--- config.mk ---
export PLATFORM = sky130hd
export DESIGN_NAME = dmi_initiator
export DESIGN_NICKNAME = d
export VERILOG_FILES = /design/src/rtl/dmi_initiator.sv
export SDC_FILE = /design/constraint.sdc
export NUM_CORES = 1
export LEC_CHECK = 0
export CAP_MARGIN = 20
export CORE_AREA = 2 2 140 74
export CTS_CLUSTER_DIAMETER = 40
export DETAILED_ROUTE_END_ITERATION = 16
export DIE_AREA = 0 0 142 76
export GPL_ROUTABILITY_DRIVEN = 0
export GPL_TIMING_DRIVEN = 0
export PLACE_DENSITY = 0.65
export SLEW_MARGIN = 30
export SYNTH_ARGS = -nofsm -noshare
export SYNTH_HDL_FRONTEND = slang
export SYNTH_SLANG_ARGS = --single-unit
--- constraint.sdc ---
create_clock -name clk -period 1.95 [get_ports clk]
set_clock_uncertainty 0.1 [all_clocks]
set_input_delay 0.2925 -clock clk [delete_from_list [all_inputs] [get_ports clk]]
set_output_delay 0.2925 -clock clk [all_outputs]
set_load 0.02 [all_outputs]
--- src/rtl/dmi_initiator.sv ---
// DTM-side master of the DMI trivial bus: one bus transaction per JTAG request, sticky busy/failed status.
// Optional DMI_TIMEOUT_EN aborts a transaction whose dmi_finish does not arrive within TIMEOUT_CYCLES.
module dmi_initiator #(
  parameter int TIMEOUT_CYCLES = 64
) (
  input  logic         clk,
  input  logic         rst_n,
  input  logic         req_valid,
  input  logic [1:0]   req_op,
  input  logic [6:0]   req_addr,
  input  logic [31:0]  req_data,
  input  logic         dmireset,
  input  logic         dmihardreset,
  output logic         rsp_valid,
  output logic [1:0]   rsp_op,
  output logic [31:0]  rsp_data,
  output logic         busy,
  output logic         dmi_start,
  input  logic         dmi_finish,
  output logic [1:0]   dmi_op,
  output logic [33:2]  dmi_data_o,
  input  logic [33:2]  dmi_data_i,
  output logic [40:34] dmi_address
);

  localparam logic [1:0] S_IDLE  = 2'd0;
  localparam logic [1:0] S_START = 2'd1;
  localparam logic [1:0] S_WAIT  = 2'd2;
  localparam logic [1:0] S_RESP  = 2'd3;

  localparam logic [1:0] ST_OK     = 2'd0;
  localparam logic [1:0] ST_FAILED = 2'd2;
  localparam logic [1:0] ST_BUSY   = 2'd3;

  if (TIMEOUT_CYCLES < 2) begin : g_bad_timeout
    $error("dmi_initiator: TIMEOUT_CYCLES must be >= 2");
  end

  logic [1:0] state;
  logic [1:0] sticky;
  logic       tmo_hit;
  logic       err_set;
  logic [1:0] err_code;

`ifdef DMI_TIMEOUT_EN
  localparam int CNT_W = $clog2(TIMEOUT_CYCLES + 1);
  logic [CNT_W-1:0] tmo_cnt;

  always_ff @(posedge clk or negedge rst_n) begin
    if (!rst_n) begin
      tmo_cnt <= '0;
    end else if (state == S_START) begin
      tmo_cnt <= '0;
    end else if (state == S_WAIT) begin
      tmo_cnt <= tmo_cnt + 1'b1;
    end
  end

  // Expire in the WAIT cycle whose increment would bring the count to TIMEOUT_CYCLES.
  assign tmo_hit = (state == S_WAIT) && !dmi_finish &&
                   (tmo_cnt == CNT_W'(TIMEOUT_CYCLES - 1));
`else
  assign tmo_hit = 1'b0;
`endif

  // NOTE: every always_comb output gets a default first so no path leaves it unassigned (no latch).
  always_comb begin
    err_set  = 1'b0;
    err_code = ST_OK;
    if (req_valid && state != S_IDLE) begin
      err_set  = 1'b1;
      err_code = ST_BUSY;
    end else if (req_valid && sticky == ST_OK && req_op == 2'd3) begin
      err_set  = 1'b1;
      err_code = ST_FAILED;
    end
    if (tmo_hit) begin
      err_set  = 1'b1;
      err_code = ST_FAILED;
    end
  end

  // First error wins; either reset flavour overrides a coincident error.
  always_ff @(posedge clk or negedge rst_n) begin
    if (!rst_n) begin
      sticky <= ST_OK;
    end else if (dmihardreset || dmireset) begin
      sticky <= ST_OK;
    end else if (err_set && sticky == ST_OK) begin
      sticky <= err_code;
    end
  end

  // NOTE: sequential state uses non-blocking assignments so every register sees pre-edge values.
  always_ff @(posedge clk or negedge rst_n) begin
    if (!rst_n) begin
      state       <= S_IDLE;
      rsp_valid   <= 1'b0;
      rsp_data    <= '0;
      dmi_op      <= '0;
      dmi_address <= '0;
      dmi_data_o  <= '0;
    end else begin
      rsp_valid <= 1'b0;
      if (dmihardreset) begin
        state <= S_IDLE;
      end else begin
        case (state)
          S_IDLE: begin
            if (req_valid) begin
              if (sticky == ST_OK && (req_op == 2'd1 || req_op == 2'd2)) begin
                dmi_op      <= req_op;
                dmi_address <= req_addr;
                dmi_data_o  <= req_data;
                state       <= S_START;
              end else begin
                rsp_valid <= 1'b1;
              end
            end
          end
          S_START: state <= S_WAIT;
          S_WAIT: begin
            if (dmi_finish) begin
              rsp_data  <= dmi_data_i;
              rsp_valid <= 1'b1;
              state     <= S_RESP;
            end else if (tmo_hit) begin
              rsp_valid <= 1'b1;
              state     <= S_RESP;
            end
          end
          default: state <= S_IDLE;
        endcase
      end
    end
  end

  assign dmi_start = (state == S_START);
  assign busy      = (state != S_IDLE);
  assign rsp_op    = sticky;

endmodule

==> results of run 1 <==
-- how the worst min path moves through the flow --
stage | depth (start not counted) | slack [ns] | endpoint | from
5_1_grt | 2 | 0.36 | dmi_data_o[17] | rst_n
3_5_place_dp | 1 | 0.13 | dmi_data_o[17] | rst_n
4_1_cts | 2 | 0.34 | dmi_data_o[17] | rst_n
2_1_floorplan | 0 | -0.10 | dmi_address[34] | rst_n
6_report | 2 | 0.34 | dmi_data_o[17] | rst_n
3_3_place_gp | 1 | 0.39 | rsp_data[14] | rsp_data[14]
-- what timing repair did --
action                                  in CTS  in global routing
buffers inserted                             0                  0
endpoints found under the setup margin       2                 42
hold buffers                                 1                  0
resized for setup                            2                  3
endpoints found under the hold margin       38                  0
-- critical path: cells and delay by family --
| family | cells | cell delay, ns |
|---|---|---|
| adders and majority gates | 1 | 0.31 |
| buffers and inverters | 2 | 0.60 |
| muxes | 1 | 0.30 |
| and+or+nand+nor | 2 | 0.43 |
-- state kept, by name, indices dropped and copies added (netlist names) --
| name | flops |
|---|---|
| rsp_data | 32 |
| dmi_address | 7 |
| rsp_op | 2 |
| dmi_data_o | 32 |
| rsp_valid | 1 |
| state | 2 |
| dmi_op | 2 |
-- report_power, final --
| group | switching (uW) | internal [uW] |
|---|---|---|
| logic | 1740 | 2320 |
| clock network | 610 | 1400 |
| registers | 415 | 2380 |
-- area by class of cell --
cell class	count	area, um^2
inverters	7	26.28
clock buffers	10	239.0
fillers	786	4372
repair buffers	158	1587
multi-input cells	97	1170
well taps	126	157.7
plain buffers	7	102.6
flip-flops and latches	78	1953
clock inverters	4	120.1
-- metal layers --
layer  wire length, um  global-route usage [%]
met2              3184                   20.58
met4                79                   3.400
met5                 0                       0
met3               522                   6.160
met1              4007                   22.87
-- through the flow --
stage / setup slack, ns / cells / hold WS (ns) / TNS (ns) / area [um^2]
global placement: -2.389 / 471 / 0.3870 / -197.35 / 4970
global route: 0.03258 / 487 / 0.3598 / 0 / 5355
detailed placement: -0.2351 / 472 / 0.1281 / -11.80 / 4991
finish: 0.1165 / 487 / 0.3357 / 0 / 5355
CTS: 0.01244 / 487 / 0.3422 / 0 / 5358
floorplan: 0.2966 / 189 / -0.1031 / 0 / 3251
-- placed cells by master (no fill, tap or decap), types with 2 or more instances in the layout --
master           synthesis  routed
bufinv_16                0       4
clkdlybuf4s50_1          0     153
mux2_2                  33      33
nand2b_1                 4       4
a31oi_1                  2       2
mux2_4                  40      40
dfrtp_1                 78      77
clkbuf_16                0       9
buf_4                    3       3
mux2i_1                  2       2
buf_12                   4       5
ha_1                     5       5
nor3_1                   2       2
inv_1                    7       7
-- logic make-up (layout without fill, tap and decap cells) --
family	count (synthesis)	in the layout	synth area share (%)
flip-flops	78	78	60.05
multiplexers	75	75	30.52
buffers and inverters	14	186	3.965
AND/OR/NAND/NOR	12	12	2.540
adder cells (fa/ha/maj)	5	5	1.925
AO/OA/AOI/OAI	5	5	1.001
==> key figures, run 1 <==
Run
  • Maximum Capacitance Violations: 0

Placed design
  • Port Buf Inserts: between 150 and 200
  • Post-DP HPWL: 5.916 mm

Timing
  • Tcrit/Tclk final: 94.03%
  • Fmax: between 500 and 600 MHz
  • Final Hold Viols: 0
  • Pins Over Slew Limit: 0
  • Slew margin rel.: about three quarters
  • Setup-failing EPs final: 0
  • Slew @ Worst Pin: 0.3797 ns
  • RSZ-0062 raised after global routing: false
  • Min Tclk post-route: approximately 1.8 ns

Layout
  • Nets: roughly 440
  • Final Core Density: 55.06%
  • N_diodes: 0
  • Share of layout cells above drive strength 1: between 20% and 30%
  • Area growth, synth to finish: 64.74%

Logic synthesis
  • Dominant cell by count in the synthesized netlist: dfrtp_1
  • Register area share after synthesis: between 60% and 70%
  • Synth Cell Area: 3251 um^2
  • Mean Syn Cell Area: between 15 and 20 um^2
  • Seq cells post-synth: just under 80
  • Syn_nets: around 270
  • Yosys top cell area share: 60.05%
  • Yosys warns: 0
  • Most used DFF post-synth: dfrtp_1
  • Area leader, netlist: dfrtp_1
  • Post-synth top cells: dfrtp_1, mux2_4, mux2_2
  • Synth unique cells: 20
  • Number of synthesized flops with an enable pin: 0
  • Async S/R FF share, synth: 100.0%
  • Gate Count Post-Synth: approximately 190
  • Area contributors post-synth: dfrtp_1, mux2_4, mux2_2

GRT
  • Initial antenna violation count: 0
  • First-pass GRT wire length: 12.63 mm
  • Vias in the first global route: 2285
  • Pin count of the biggest net entering global routing: 41
  • Global route total overflow: 0
  • Total GRT Usage: 15.29%

Worst setup path
  • RR Endpoint: dmi_data_o[3]
  • Crit path launch type: primary input
  • Critical Setup Path Class: in2reg
  • Critical Path Slowest Stage Cell: clkdlybuf4s50_1
  • WP data required: 2.06 ns
  • Crit path cell chain: clkdlybuf4s50_1 -> ha_1 -> and4bb_2 -> nand2_4 -> buf_12 -> mux2_4
  • CP Capture Type: register
  • CP endpoint: dmi_data_o[3]
  • Largest stage delay, worst path: approximately 0.43 ns
  • R2R depth: 6
  • CP arrival: between 1.5 and 2 ns
  • R2R setup slack: 0.17 ns
  • Reg2reg start: state[1]
  • Maximum fanout along the worst path: 10
  • Crit path from: req_op[0]

Floorplanning
  • Core area: between 9000 and 10000 um^2
  • IO Pins: roughly 160
  • Die X: 142 um
  • Vert. Die Dim: roughly 76 um
  • Row cnt: 26
  • DIE AREA: around 11000 um^2
  • Initial Util: between 30 and 40%

Clocking
  • CTS Sinks: 78
  • CTS tree: yes
  • Clk_lat worst skew: around 0.33 ns
  • Cts bufs inserted: 9
  • Max clock buf depth: 2
  • Worst-path clk slew: about 0.060 ns
  • H-tree depth: 3
  • Root Buffer: clkbuf_16

Routing
  • DRT Wirelength: about 8 mm
  • Vias per cell: ~4.4
  • Drt first pass iters: 4
  • Vias: 2151
  • Wire per inst: around 16 um
  • First DRT Iteration DRCs: 42
  • DRC Markers: 0
  • DRT antenna net count: 0

Hold path
  • Hold Crit Class: in2async

Pwr
  • Peak supply drop: 740.4 uV
  • Pwr Density: approximately 1700 nW/um^2
  • Design Power: 8864 uW
  • Leak: 0.002475 uW

Status
  • Status: finished, final reports clean
No activity file was read; power rests on OpenSTA's default activity.
==> run 2, diff against run 1 <==
--- a/config.mk
+++ b/config.mk
@@ -13,6 +13,7 @@
 export GPL_ROUTABILITY_DRIVEN = 0
 export GPL_TIMING_DRIVEN = 0
 export PLACE_DENSITY = 0.65
+export SKIP_CTS_REPAIR_TIMING = 1
 export SLEW_MARGIN = 30
 export SYNTH_ARGS = -nofsm -noshare
 export SYNTH_HDL_FRONTEND = slang
==> run 2 against run 1 <==
Effect of this change:
- non-clock buffer count is 3 higher
- critical endpoint unchanged
- hold slack better by 0.0016 ns
- clock-buffer cell count stayed put
- final cell count is 0.62% higher
- setup slack better by 0.0017 ns
- design area is 0.63% higher
- die area stayed put
- global-route usage hardly changed
- power is 0.20% higher
- routed wire length is 0.27% higher
- utilization is 0.35 points higher
==> key figures, run 2 (same netlist as run 1, synthesis figures left out) <==
Status
  • Status: finished, final reports clean

Floorplanning
  • Core area: 9727 um^2 (unchanged)
  • Row cnt: 26 (unchanged)
  • Die X: 142 um (unchanged)
  • IO Pins: 157 (unchanged)
  • Vert. Die Dim: 76 um (unchanged)
  • DIE AREA: 10790 um^2 (unchanged)
  • Initial Util: 33.42% (unchanged)

Layout
  • Most common cell after layout, fill and taps aside: clkdlybuf4s50_1
  • Largest regs: dmi_data_o x32, rsp_data x32, dmi_address x7
  • Nets: 445 (+0.68%)
  • N_diodes: 0 (unchanged)
  • Commonest cells after routing, fill and taps aside: clkdlybuf4s50_1, dfrtp_1, mux2_4
  • Area growth, synth to finish: 65.78%
  • Final Non-Filler Cells: 490 (+0.62%)
  • Share of layout cells above drive strength 1: 28.30% (+0.32 points)
  • Fillers: 782 (-0.51%)

Worst setup path
  • Critical Setup Path Class: in2reg
  • CP arrival: 1.94 ns (about the same)
  • Crit path launch type: primary input
  • RR Endpoint: dmi_data_o[3]
  • WP data required: 2.06 ns (about the same)
  • Reg2reg start: state[1]
  • R2R depth: 6 (unchanged)
  • Maximum fanout along the worst path: 10 (unchanged)
  • CP Capture Type: register
  • R2R setup slack: 0.17 ns (about the same)

Routing
  • DRT antenna net count: 0 (unchanged)
  • Drt first pass iters: 4 (unchanged)
  • First DRT Iteration DRCs: 43 (+2.4%)
  • Vias per cell: 4.455 (+0.87%)
  • DRT Wirelength: 7.814 mm (+0.27%)
  • Wire per inst: 15.95 um (-0.34%)
  • Vias: 2183 (+1.5%)
  • DRC Markers: 0 (unchanged)

Clocking
  • CTS Sinks: 78 (unchanged)
  • Max clock buf depth: 2 (unchanged)
  • Clk_lat worst skew: 0.33 ns (about the same)
  • Cts bufs inserted: 9 (unchanged)
  • H-tree depth: 3 (unchanged)
  • CTS tree: yes
  • Root Buffer: clkbuf_16
  • Worst-path clk slew: 0.06 ns (about the same)

Pwr
  • Combinational share of power: 45.9% (about the same)
  • Part of the power in registers: 31.5% (about the same)
  • Leak: 0.002512 uW (+1.5%)
  • Pwr Density: 1648 nW/um^2 (-0.43%)
  • NetSw: 2767 uW (about the same)
  • Peak supply drop: 740.3 uV (about the same)
  • Clock power frac: 22.6% (about the same)
  • Switching Fraction: 31.15% (-0.092 points)
  • Design Power: 8882 uW (+0.20%)
  • Internal power: 6115 uW (+0.33%)

Hold path
  • Hold Crit Class: in2async

Timing
  • Hold slack: 0.3373 ns (+0.001584 ns)
  • Pins Over Slew Limit: 0 (unchanged)
  • Min Tclk post-route: 1.832 ns (-0.001663 ns)
  • Fmax: 545.9 MHz (about the same)
  • Tcrit/Tclk final: 93.94% (about the same)
  • Final setup TNS: 0 ns (unchanged)
  • Setup-failing EPs final: 0 (unchanged)
  • RSZ-0062 raised after global routing: false
  • Slew @ Worst Pin: 0.3807 ns (+0.0009885 ns)
  • Slew margin rel.: 74.62% (about the same)
  • Final Hold Viols: 0 (unchanged)
  • Worst setup margin: 0.1181 ns (+0.001663 ns)

GRT
  • Initial antenna violation count: 0 (unchanged)
  • First-pass GRT wire length: 12.62 mm (-0.10%)
  • Met2 usage: 20.53% (-0.048 points)
  • M3 GR Usage: 6.160% (unchanged)
  • Global route hottest layer: met1
  • Pin count of the biggest net entering global routing: 41 (unchanged)
  • GRT met1 Usage: 22.87% (unchanged)
  • Global route total overflow: 0 (unchanged)
  • Total GRT Usage: 15.27% (about the same)
  • Vias in the first global route: 2282 (-0.13%)

Placed design
  • DP Worst Slack: -0.2351 ns (unchanged)
  • Placed Cells: 472 (unchanged)
  • Port Buf Inserts: 156 (unchanged)
  • Post-DP HPWL: 5.916 mm (unchanged)

Run
  • Maximum Capacitance Violations: 0 (unchanged)
[run 2: power by group through the flow]
stage | Clock [uW] | Sequential [uW] | Combinational [uW]
detailed placement | 0 | 2820 | 4100
floorplan | 0 | 3700 | 1220
global placement | 0 | 2770 | 4080
finish | 2010 | 2790 | 4080
global route | 2160 | 2900 | 4290
CTS | 2070 | 2810 | 4120
[run 2: per-stage QoR]
stage / utilization, % / area [um^2]
floorplan: - / 3251
global placement: 51.09 / 4970
detailed placement: 51.31 / 4991
CTS: 55.00 / 5350
global route: 55.40 / 5389
finish: 55.40 / 5389
[run 2: per-layer routing]
metal | part of all wire (%) | wire length [um] | up-vias
met5 | 0 | 0 | -
met4 | 1.2 | 93 | 0
met3 | 7.0 | 547 | 9
met2 | 41 | 3196 | 95
met1 | 51 | 3977 | 1073
li1 | - | - | 1006
[run 2: worst max-delay path by stage]
stage	cells past startpoint	endpoint	slack [ns]	startpoint
3_5_place_dp	6	dmi_data_o[23]	-0.24	req_op[0]
3_3_place_gp	1	dmi_address[40]	-2.39	rst_n
5_1_grt	6	dmi_data_o[23]	0.05	req_op[0]
4_1_cts	4	busy	-0.26	state[0]
2_1_floorplan	6	dmi_address[34]	0.30	state[0]
6_report	6	dmi_data_o[3]	0.12	req_op[0]
[run 2: cell type report]
| cell class | instances | area (um^2) | share of cell area [%] |
|---|---|---|---|
| timing repair buffer | 161 | 1620 | 30.07 |
| buffer | 7 | 102.6 | 1.904 |
| clock buffer | 10 | 239.0 | 4.435 |
| inverter | 7 | 26.28 | 0.4876 |
| sequential | 78 | 1953 | 36.24 |
| tap | 126 | 157.7 | 2.925 |
| multi-input combinational | 97 | 1170 | 21.71 |
| clock inverter | 4 | 120.1 | 2.229 |
[run 2: worst max-delay path, stage by stage]
cell	delay [ns]
clkdlybuf4s50_1	0.43
ha_1	0.31
and4bb_2	0.26
nand2_4	0.17
buf_12	0.17
mux2_4	0.30
